`config.mk`:
```
export PLATFORM = sky130hd
export DESIGN_NAME = adder_chains_sched
export DESIGN_NICKNAME = d
export VERILOG_FILES = /design/src/rtl/adder_chains_sched.sv
export SDC_FILE = /design/constraint.sdc
export NUM_CORES = 1
export LEC_CHECK = 0
export ABC_AREA = 1
export CORE_AREA = 2 2 63 65
export CTS_CLUSTER_DIAMETER = 120
export DETAILED_ROUTE_END_ITERATION = 12
export DIE_AREA = 0 0 65 67
export DONT_BUFFER_PORTS = 1
export HOLD_SLACK_MARGIN = 0.08
export PLACE_DENSITY = 0.7
export SLEW_MARGIN = 20
export SYNTH_ARGS = -nofsm -noshare
export SYNTH_HDL_FRONTEND = slang
export SYNTH_SLANG_ARGS = --single-unit
```
`constraint.sdc`:
```
create_clock -name clk -period 1.1 [get_ports clk]
set_clock_uncertainty 0.2 [all_clocks]
set_input_delay 0.11 -clock clk [delete_from_list [all_inputs] [get_ports clk]]
set_output_delay 0.11 -clock clk [all_outputs]
set_load 0.005 [all_outputs]
```
`src/rtl/adder_chains_sched.sv`:
```
// adder_chains_sched: round-robin scheduler sharing one pipelined adder_chains
// datapath between NUM_REQ requesters. Each accepted operand vector is tagged
// with its owner id. The owner receives the sum on a one-hot result strobe.
// The scheduler itself contains no adder logic.
//
// Timing: a transfer on edge T registers adder_din and an issue tag on T.
// The chain samples adder_din on edge T+1, and its sum is on adder_dout during
// the cycle after edge T+ADDER_LAT. The tag follows the same path through a
// shift pipe of depth ADDER_LAT. The result is captured on edge T+ADDER_LAT+1.
//
// Optional feature: define ADDER_SCHED_STAT_EN to add the stat_cnt output.
// This output holds one saturating 16-bit transfer counter per requester.
module adder_chains_sched #(
    parameter int MIN_WIDTH = 8,
    parameter int ADDER_NUM = 4,
    parameter int NUM_REQ   = 2,
    parameter int ADDER_LAT = 2,
    localparam int VEC_W    = MIN_WIDTH * ADDER_NUM,
    localparam int SUM_W    = MIN_WIDTH + ADDER_NUM - 1,
    localparam int ID_W     = (NUM_REQ > 1) ? $clog2(NUM_REQ) : 1
) (
    input  logic                     clk,
    input  logic                     rst,
    input  logic [NUM_REQ-1:0]       req_valid,
    output logic [NUM_REQ-1:0]       req_ready,
    input  logic [NUM_REQ*VEC_W-1:0] req_data,
    output logic [VEC_W-1:0]         adder_din,
    input  logic [SUM_W-1:0]         adder_dout,
    output logic [NUM_REQ-1:0]       res_valid,
    output logic [SUM_W-1:0]         res_data
`ifdef ADDER_SCHED_STAT_EN
    ,
    output logic [NUM_REQ*16-1:0]    stat_cnt
`endif
);

    // Decode a requester id into a one-hot requester vector.
    function automatic logic [NUM_REQ-1:0] id_onehot(input logic [ID_W-1:0] id);
        logic [NUM_REQ-1:0] v;
        v = '0;
        for (int i = 0; i < NUM_REQ; i++) begin
            if (ID_W'(i) == id) begin
                v[i] = 1'b1;
            end else begin
                v[i] = 1'b0;
            end
        end
        return v;
    endfunction

    logic [ID_W-1:0]  rr_ptr_r;
    logic [ID_W:0]    idx_s;
    logic             grant_any_s;
    logic [ID_W-1:0]  grant_id_s;
    logic             transfer_s;
    logic [VEC_W-1:0] grant_data_s;

    // The issue tag is registered alongside adder_din.
    // The tag pipe then tracks the chain stages.
    logic                 issue_vld_r;
    logic [ID_W-1:0]      issue_id_r;
    logic [ADDER_LAT-1:0] tag_vld_r;
    logic [ID_W-1:0]      tag_id_r [ADDER_LAT];

    // Round-robin search starting at rr_ptr and wrapping modulo NUM_REQ.
    always_comb begin
        grant_any_s = 1'b0;
        grant_id_s  = '0;
        idx_s       = '0;
        for (int i = 0; i < NUM_REQ; i++) begin
            idx_s = {1'b0, rr_ptr_r} + (ID_W+1)'(i);
            if (idx_s >= (ID_W+1)'(NUM_REQ)) begin
                idx_s = idx_s - (ID_W+1)'(NUM_REQ);
            end else begin
                idx_s = idx_s;
            end
            if (!grant_any_s && req_valid[idx_s]) begin
                grant_any_s = 1'b1;
                grant_id_s  = idx_s[ID_W-1:0];
            end else begin
                grant_any_s = grant_any_s;
            end
        end
    end

    // Drive the grant. A grant is suppressed while reset is held.
    always_comb begin
        transfer_s   = 1'b0;
        req_ready    = '0;
        grant_data_s = req_data[grant_id_s*VEC_W +: VEC_W];
        if (grant_any_s && !rst) begin
            transfer_s = 1'b1;
            req_ready  = id_onehot(grant_id_s);
        end else begin
            transfer_s = 1'b0;
            req_ready  = '0;
        end
    end

    // Advance the round-robin pointer past the requester that was just served.
    always_ff @(posedge clk) begin
        if (rst) begin
            rr_ptr_r <= '0;
        end else if (transfer_s) begin
            if (grant_id_s == ID_W'(NUM_REQ-1)) begin
                rr_ptr_r <= '0;
            end else begin
                rr_ptr_r <= grant_id_s + ID_W'(1);
            end
        end else begin
            rr_ptr_r <= rr_ptr_r;
        end
    end

    // Register the issued operand vector and its tag.
    // Idle cycles issue zero with an invalid tag.
    always_ff @(posedge clk) begin
        if (rst) begin
            adder_din   <= '0;
            issue_vld_r <= 1'b0;
            issue_id_r  <= '0;
        end else if (transfer_s) begin
            adder_din   <= grant_data_s;
            issue_vld_r <= 1'b1;
            issue_id_r  <= grant_id_s;
        end else begin
            adder_din   <= '0;
            issue_vld_r <= 1'b0;
            issue_id_r  <= '0;
        end
    end

    // The tag shift pipe moves in lockstep with the chain.
    // It never stalls.
    always_ff @(posedge clk) begin
        if (rst) begin
            tag_vld_r <= '0;
            for (int k = 0; k < ADDER_LAT; k++) begin
                tag_id_r[k] <= '0;
            end
        end else begin
            tag_vld_r[0] <= issue_vld_r;
            tag_id_r[0]  <= issue_id_r;
            for (int k = 1; k < ADDER_LAT; k++) begin
                tag_vld_r[k] <= tag_vld_r[k-1];
                tag_id_r[k]  <= tag_id_r[k-1];
            end
        end
    end

    // Return the chain sum to the owner recorded in the oldest tag.
    always_ff @(posedge clk) begin
        if (rst) begin
            res_valid <= '0;
            res_data  <= '0;
        end else if (tag_vld_r[ADDER_LAT-1]) begin
            res_valid <= id_onehot(tag_id_r[ADDER_LAT-1]);
            res_data  <= adder_dout;
        end else begin
            res_valid <= '0;
            res_data  <= res_data;
        end
    end

`ifdef ADDER_SCHED_STAT_EN
    logic [15:0] stat_r [NUM_REQ];

    // Count transfers per requester. Each counter saturates at all-ones.
    always_ff @(posedge clk) begin
        if (rst) begin
            for (int r = 0; r < NUM_REQ; r++) begin
                stat_r[r] <= 16'd0;
            end
        end else begin
            for (int r = 0; r < NUM_REQ; r++) begin
                if (transfer_s && (grant_id_s == ID_W'(r)) && (stat_r[r] != 16'hFFFF)) begin
                    stat_r[r] <= stat_r[r] + 16'd1;
                end else begin
                    stat_r[r] <= stat_r[r];
                end
            end
        end
    end

    for (genvar g = 0; g < NUM_REQ; g++) begin : g_stat
        assign stat_cnt[g*16 +: 16] = stat_r[g];
    end
`endif

endmodule

```
== Word level (Yosys, flattened, before mapping) ==
Memory sizes are Yosys's and may differ from the RTL's.
Index checks and enable logic that the tools add are counted.
W data, S select, Z words.

* $lt $le $gt $ge: 4
* Bitwise logic cells: 4
* Multiplexer cells: 23
* $add $sub $neg: 4
* Reductions and logical operators: 6
* Shifts and indexed selects: 1

{| class="wikitable"
|+ Operators by type and width
! kind !! number
|-
| $shiftx A64 B7 Y32 || 1
|-
| $mux W1 || 20
|-
| $mux W2 || 3
|-
| $lt A2 B2 Y1 const B || 2
|-
| $reduce_or A2 Y1 || 2
|-
| $add A1 B1 Y2 const B || 1
|-
| $ge A1 B2 Y1 const B || 1
|-
| $ge A2 B2 Y1 const B || 1
|-
| $logic_and A1 B1 Y1 || 2
|-
| $logic_not A1 Y1 || 2
|-
| $not A1 Y1 || 2
|-
| $or A1 B1 Y1 || 2
|-
| $sub A1 B2 Y2 const B || 1
|-
| $sub A2 B2 Y2 const B || 1
|-
| $add A1 B1 Y1 const B || 1
|}

* Output and inout port bits: 47
* Memory bits (writable): 2
* Bits of input ports: 79
* Register bits after elaboration: 50
* Memories: 1
* Logic and storage cells: 50

{| class="wikitable"
|+ Memories
! memory !! words !! width !! rd ports !! clocked after Yosys merged registers in !! write ports !! RTL line !! text
|-
| tag_id_r || 2 || 1 || 2 || 0 || 2 || 63 || <nowiki>logic [ID_W-1:0] tag_id_r [ADDER_LAT];</nowiki>
|}

== Depth between registers and ports, before layout ==
Gate-level depths: netlist of run 1.

* Word-level depth: 12
* Mapped depth: 6
* Depth with buffers taken out: 5

== Worst setup path before layout of run 1 ==
Ideal clock, no wire load.

* Path type: register -> register
* From: register rr_ptr_r
* To: register adder_din[10]
* Library setup time: 0.113 ns
* Stages on the path, launching flop included: 7
* Data arrival time: 0.784 ns
* Required time: 0.787 ns
* Clock period less this slack: 1.097 ns
* Path buffers: 1
* Slack: 0.003 ns
* Path through: dfxtp_1 > inv_1 > nand2_2 > nand2_4 > buf_6 > nand3_1 > nand2_1

* Cells in the longest elaborated chain, start to end: 12
* Elaborated cells between the ends (all ways): 22
* Those cells by class: add/sub: 3; order compare: 2; shift: 1; mux: 11; bitwise: 1; reduce/logical: 4

{| class="wikitable"
|+ Ends and longest elaborated chain
! item !! RTL line !! text
|-
| start, declared || 51 || <nowiki>logic [ID_W-1:0] rr_ptr_r;</nowiki>
|-
| start signal, assigned || 108 || <nowiki>rr_ptr_r <= grant_id_s + ID_W'(1);</nowiki>
|-
| start signal, assigned || 111 || <nowiki>rr_ptr_r <= rr_ptr_r;</nowiki>
|-
| parallel branches: the longest is 12 deep, another holds $sub A1 B2 Y2 || n/a ||
|-
| end signal, assigned || 123 || <nowiki>adder_din <= grant_data_s;</nowiki>
|-
| end, declared || 27 || <nowiki>output logic [VEC_W-1:0] adder_din,</nowiki>
|}

Several ways; the timed one is not identified. The select of a mux whose other input is x is not followed.
A chain may end at the register's enable or synchronous reset.

== Final worst setup path of run 1 ==
* From: register rr_ptr_r
* To: output req_ready[0]

* Cells in the longest elaborated chain, start to end: 10
* Elaborated cells between the ends (all ways): 20
* Those cells by class: add/sub: 3; order compare: 2; mux: 12; reduce/logical: 3

{| class="wikitable"
|+ Ends and longest elaborated chain
! item !! RTL line !! text
|-
| $sub A1 B2 Y2 / $ge A1 B2 Y1 (equally long branches) || 73, 72 ||
|-
| $mux W2 || 72 || <nowiki>if (idx_s >= (ID_W+1)'(NUM_REQ)) begin</nowiki>
|-
| $mux W1 (implied by the code) (2 in series) || 77 || <nowiki>if (!grant_any_s && req_valid[idx_s]) begin</nowiki>
|-
| $mux W1 || 77 ||
|-
| $logic_not A1 Y1 || 77 ||
|-
| $logic_and A1 B1 Y1 || 77 ||
|-
| $mux W1 || 77 ||
|-
| $mux W1 / $logic_and A1 B1 Y1 (equally long branches) || 42, 91 ||
|-
| $mux W2 * || 91 || <nowiki>if (grant_any_s && !rst) begin</nowiki>
|-
| end, declared || 25 || <nowiki>output logic [NUM_REQ-1:0] req_ready,</nowiki>
|}

Every way passes the cells marked *; elsewhere a longest branch is shown, timed or not. The select of a mux whose other input is x is not followed.

==> flow_summary.yaml, run 1 <==
route:
  wl_per_cell_um: 17.0
  vias_per_cell: 5.54
  vias: 1816
  drc: 0
  drt.antenna.violating_nets: 0
  first_pass_iters: 4
  drt-initial-drc-count: 160
  wl_um: 5570
floorplan:
  die_area_um2: 4360
  num_rows: 22
  core-area_um2: 3610
  die_w_um: 65
  die_h_um: 67
  initial_utilization_pct: 53.1
  top_level_ports: 126
clocking:
  clockBufferDepth: 2
  cts_sinks: 52
  h-tree-depth: 2
  cts-root-buf: "clkbuf_8"
  clk_pin_slew_ns: 0.09
  cts_buffers: 5
  cts_tree: "built"
  clkLatencyLatePin_ns: 0.29
global_route:
  antenna_found_initial: 0
  grt_pass1_vias: 1736
  track_usage_pct: 25.7
  grt.overflow.total: 0
  grt_pass1_wl_um: 8430
  grt_max_degree: 36
placed_design:
  pre_cts_slack_ns: -0.0515
  gp_congestion: 0.652
  place_area_um2: 1960
  dp_hpwl_um: 2960
  numPortBuffers: 0
  placed_cells: 261
logic_synthesis:
  synthDominantCellAreaShare_pct: 54.3
  synthCells: 223
  synth_nets: 302
  ys_ff_latch: 52
  ys_async_sr_fraction_pct: 0
  seq_area_frac_synth_pct: 54.3
  synth_cell_types: 21
  postSynthAreaPerCell_um2: 8.59
  synth_edf_count: 0
  synth_top_area_cell: "dfxtp_1"
  syn-cell-area_um2: 1920
  synthTopCellsByArea: "dfxtp_1 54%, nand4_1 10%, nand3_1 8.4%, nand2_1 6.3%, nor2_1 5.5%"
  synthFlopType: "dfxtp_1"
  yosysWarnings: 0
run:
  maxCapViolations: 0
hold_path:
  hp-class: "input port to register"
outcome:
  failed_checks: "hold timing, setup timing"
  status: "finished with violations"
timing:
  fin_ws_ns: -0.268
  holdWs_ns: -0.319
  finalCritPeriodShare_pct: 124
  setup_viol: 35
  min_period_ns: 1.37
  timing.fmax_ghz: 0.731
  worst_pin_slew_ns: 0.528
  slew_violations: 0
  slew_headroom_pct: 64.8
  rsz0062_at_grt: "yes"
  hold_viol_final: 49
final_layout:
  seqCellArea_um2: 1040
  multiInputGateArea_um2: 795
  fin_util_pct: 77.2
  area_delta_synth_final_pct: 45.3
  diodes: 0
  drive_above_1_share_pct: 17.1
  final_cells: 328
  fillerInstances: 253
  nets: 358
  fin_area_um2: 2780
critical_path:
  crit_type: "register to output pin"
  arrival_ns: 1.06
  crit_path_end_kind: "output pin"
  worst_setup_path_start_kind: "register"
  critPathMaxFanout: 3
  required_ns: 0.79
power:
  ir_drop_mv: 0.881
  p_leak_nw: 1.24
  power_density_nw_per_um2: 1330
==> state kept, by name (all words and copies together) (netlist names) <==
| register | cells |
|---|---|
| adder_din | 32 |
| res_data | 11 |
| res_valid | 2 |
| tag_id_r | 2 |
| tag_vld_r | 2 |
| issue_id_r | 1 |
| issue_vld_r | 1 |
| rr_ptr_r | 1 |
==> metrics by stage <==
stage               TNS (ns)  hold slack (ns)  power, mW
floorplan                  0           0.0445       2.35
finish                 -5.91           -0.319       3.71
CTS                    -6.02           -0.335       3.70
global route           -8.12           -0.344       3.91
global placement     -0.0566          -0.0167       2.39
detailed placement    -0.762          -0.0151       2.41
==> where the power goes <==
group          total (mW)  switching [mW]  internal, mW
registers            2.07          0.0683          2.00
logic               0.571           0.255         0.316
clock network        1.07           0.555         0.514
==> cells in the final DEF, fill, tap and decap left out, drive strengths merged <==
master,instances
dfxtp,52
dlygate4sd3,49
nand2,34
nand4,32
nand3,32
nor2,30
buf,19
o21ai,12
clkbuf,9
inv,7
and2,1
nor3,1
and3,1
a21oi,1
==> per-layer routing <==
metal	global-route usage (%)	vias up	routed length, um
met1	28.5	844	2080
met5	0	-	0
met2	46.9	100	2950
li1	-	870	-
met4	7.18	0	35
met3	8.28	2	506
==> cell usage after synthesis (2+ instances only) <==
cell / instances
nand4_1: 32
buf_4: 6
inv_1: 6
dfxtp_1: 52
nor2_1: 28
o21ai_0: 7
nand2_1: 32
buf_6: 3
o21ai_1: 5
buf_2: 9
nand3_1: 32
clkbuf_1: 2
==> final timing paths <==
check | from | to | slack (ns) | cells past startpoint
worst min-delay path | rst | tag_id_r[0][0] | -0.32 | 1
worst max register to register | rr_ptr_r | adder_din[9] | -0.23 | 8
worst min register to register | issue_id_r | tag_id_r[0][0] | 0.21 | 2
worst max-delay path | rr_ptr_r | req_ready[0] | -0.27 | 5
==> area by class of cell <==
class | instances | share of cell area (%)
repair buffers | 69 | 27.7
clock buffers | 8 | 3.24
well taps | 48 | 2.16
multi-input cells | 144 | 28.6
inverters | 7 | 0.944
flip-flops and latches | 52 | 37.5
==> repair_timing <==
action | CTS | global route
cloned | 4 | 1
hold buffers | 47 | 2
setup endpoints to repair | 34 | 37
pin swaps | 6 | 3
hold endpoints to repair | 53 | 53
resized for setup | 20 | 16
setup buffers | 5 | 1
==> logic make-up (layout without fill, tap and decap cells) <==
group,Yosys count,after routing,share of synthesized area (%)
simple gates,131,131,34.0
flops,52,52,54.3
buf+inv,27,84,8.23
compound gates,13,13,3.40
==> worst max-delay path, cell delays in order (launching register included) <==
cell	delay, ns
dfxtp_2	0.34
inv_2	0.04
nand2_4	0.06
nand2_4	0.06
buf_12	0.12
and2_4	0.15
Power figures use the tool's default switching activity.
==> inputs of run 2 (changes only) <==
--- a/config.mk
+++ b/config.mk
@@ -5,11 +5,10 @@
 export SDC_FILE = /design/constraint.sdc
 export NUM_CORES = 1
 export LEC_CHECK = 0
-export ABC_AREA = 1
-export CORE_AREA = 2 2 63 65
+export CORE_AREA = 2 2 62 64
 export CTS_CLUSTER_DIAMETER = 120
 export DETAILED_ROUTE_END_ITERATION = 12
-export DIE_AREA = 0 0 65 67
+export DIE_AREA = 0 0 64 66
 export DONT_BUFFER_PORTS = 1
 export HOLD_SLACK_MARGIN = 0.08
 export PLACE_DENSITY = 0.7
==> run 2 against run 1 <==
Net effect:
- the run still ends with hold timing, setup timing left
- die area fell by 3.0%
- critical path depth decreased by 2
- core utilization shrank 19 points
- hold slack lost 0.075 ns
- clock power fell by 18%
- critical path type unchanged
- largest power group unchanged
==> flow_summary.yaml, run 2 <==
outcome:
  status: "finished with violations"
  failed_checks: "hold timing, setup timing"
floorplan:
  num_rows: 22
  initial_utilization_pct: 52.1
  die_h_um: 66
  die_w_um: 64
  top_level_ports: 126
  die_area_um2: 4220
  core-area_um2: 3550
final_layout:
  diodes: 0
  top_register: "adder_din"
  top_regs: "adder_din: 32 flops, res_data: 11 flops"
  fin_util_pct: 57.8
  largest_reg_flops: 32
  area_delta_synth_final_pct: 10.9
  fillerInstances: 300
  drive_above_1_share_pct: 18.4
  final_cell_mix: "50 x dfxtp_1, 46 x nor2_1, 24 x a32oi_1"
  nets: 252
  layout_commonest_cell: "dfxtp_1"
power:
  pwr-share-comb_pct: 9.2
  totalPowerFinal_mw: 3.20
  ir_drop_mv: 0.895
  netSwitchingFraction_pct: 23.4
  p_int_mw: 2.46
  switchingPower_uw: 749
  power_density_nw_per_um2: 1560
  power_frac_clock_pct: 27.2
  p_leak_nw: 0.747
  power_frac_seq_pct: 63.6
route:
  vias: 1328
  vias_per_cell: 5.98
  drc: 0
  wl_per_cell_um: 18.9
  drt-initial-drc-count: 68
  wl_um: 4200
  drt.antenna.violating_nets: 0
  first_pass_iters: 4
clocking:
  cts_buffers: 5
  cts_sinks: 52
  h-tree-depth: 2
  cts_tree: "built"
  clockBufferDepth: 2
  clk_pin_slew_ns: 0.14
  cts-root-buf: "clkbuf_4"
  cts_hold_buf: 1
  clkLatencyLatePin_ns: 0.36
critical_path:
  worst_setup_path_start_kind: "register"
  critPathMaxFanout: 4
  worstPathCellList: "a21boi_4, buf_6, nor2b_4"
  arrival_ns: 1.14
  crit_type: "register to output pin"
  crit_path_end_kind: "output pin"
  required_ns: 0.79
  max_stage_delay_ns: 0.39
  cpMaxStageDelayCell: "dfxtp_4"
global_route:
  grt.overflow.total: 0
  grt_pass1_vias: 1233
  track_usage_pct: 18.7
  grt_pass1_wl_um: 5970
  grt_max_degree: 55
  antenna_found_initial: 0
timing:
  min_period_ns: 1.45
  timing.fmax_ghz: 0.689
  rsz0062_at_grt: "yes"
  slew_violations: 0
  finalCritPeriodShare_pct: 132
  hold_viol_final: 51
  holdWs_ns: -0.394
  slew_headroom_pct: 76.2
  fin_ws_ns: -0.351
  setup_viol: 35
  worst_pin_slew_ns: 0.356
logic_synthesis:
  synthCells: 173
  synth_commonest_cells: "52 x dfxtp_1, 47 x nor2_1, 32 x a32oi_1"
  postSynthAreaPerCell_um2: 10.7
  synth_nets: 252
  synth_top_area_cell: "dfxtp_1"
  yosysWarnings: 0
  synthDominantCellAreaShare_pct: 56.3
  synth_cell_types: 17
  ys_async_sr_fraction_pct: 0
  synth_edf_count: 0
  seq_area_frac_synth_pct: 56.3
  synthTopCellsByArea: "dfxtp_1 56%, a32oi_1 15%, nor2_1 9.5%, mux2i_1 6.0%, buf_6 3.0%"
  syn-cell-area_um2: 1850
  synthFlopType: "dfxtp_1"
  synth.most_common_cell: "dfxtp_1"
  ys_ff_latch: 52
placed_design:
  gp_congestion: 0.672
  pre_cts_slack_ns: -0.202
  dp_hpwl_um: 2630
  numPortBuffers: 0
hold_path:
  hp-class: "input port to register"
run:
  maxCapViolations: 0
run 2: cell types whose count changed after synthesis, moves of 6 or more:
cell / before / now
nand2_1: 32 / 1
nor2_1: 28 / 47
a32oi_1: 0 / 32
nand3_1: 32 / 0
o21ai_0: 7 / 0
nand4_1: 32 / 0
mux2i_1: 0 / 11
inv_1: 6 / 0
run 2: worst paths after layout:
path	start	to	slack, ns	depth (start not counted)
worst max register to register	rr_ptr_r	adder_din[17]	-0.26	5
worst min register to register	tag_id_r[0][1]	res_valid[0]	0.22	1
worst max-delay path	rr_ptr_r	req_ready[0]	-0.35	3
worst min-delay path	rst	res_data[9]	-0.39	1
run 2: what timing repair did:
item | CTS | global route
pin swaps | 8 | 12
buffers inserted | 5 | 2
gates resized for setup | 12 | 12
endpoints found under the setup margin | 37 | 38
hold endpoints to repair | 54 | 53
cloned | 2 | 1
run 2: metrics by stage:
step                      setup TNS (ns)  instance area [um2]  std cells  hold WS (ns)
after detailed placement           -5.56                 1800        205       -0.0106
final                              -8.14                 2050        222        -0.394
after global routing              -10.24                 2050        222        -0.437
after CTS                          -8.50                 1990        221        -0.422
after floorplan                    -4.14                 1860        173        0.0258
after global placement             -4.13                 1800        205       -0.0196
run 2: layout make-up:
type,count,area (um2),share of cell area [%]
Sequential cell,52,1050,51.1
Multi-Input combinational cell,103,742,36.2
Timing Repair Buffer,11,138,6.71
Tap cell,48,60.1,2.93
Clock buffer,7,55.1,2.68
Clock inverter,1,7.51,0.366
run 2: power groups by stage:
stage | clock [mW] | sequential [mW] | combinational (mW)
floorplan | 0 | 2.06 | 0.273
detailed placement | 0 | 2.08 | 0.219
global route | 0.975 | 2.05 | 0.326
CTS | 0.905 | 2.04 | 0.287
finish | 0.873 | 2.04 | 0.295
global placement | 0 | 2.08 | 0.204
run 2: metal layers:
metal / part of all wire [%] / track usage [%] / up-vias / wire length [um]
li1: - / - / 617 / -
met1: 36 / 21.4 / 624 / 1530
met2: 53 / 30.9 / 77 / 2230
met3: 8.5 / 7.33 / 10 / 355
met4: 2.0 / 8.42 / 0 / 82
met5: 0 / 0 / - / 0
run 2: cell families (layout without fill, tap and decap cells):
group	after synthesis	count (layout)	synth area share, %
and+or+nand+nor	57	58	13.1
DFF	52	52	56.3
AOI/OAI and AO/OA	34	34	16.4
buffers and inverters	19	19	8.25
muxes	11	11	5.95
run 2: worst max-delay path: cells and delay by family, from the launching register on:
family	cells	cell delay, ns
and+or+nand+nor	1	0.14
DFF	1	0.39
buffers and inverters	1	0.11
AOI/OAI and AO/OA	1	0.14
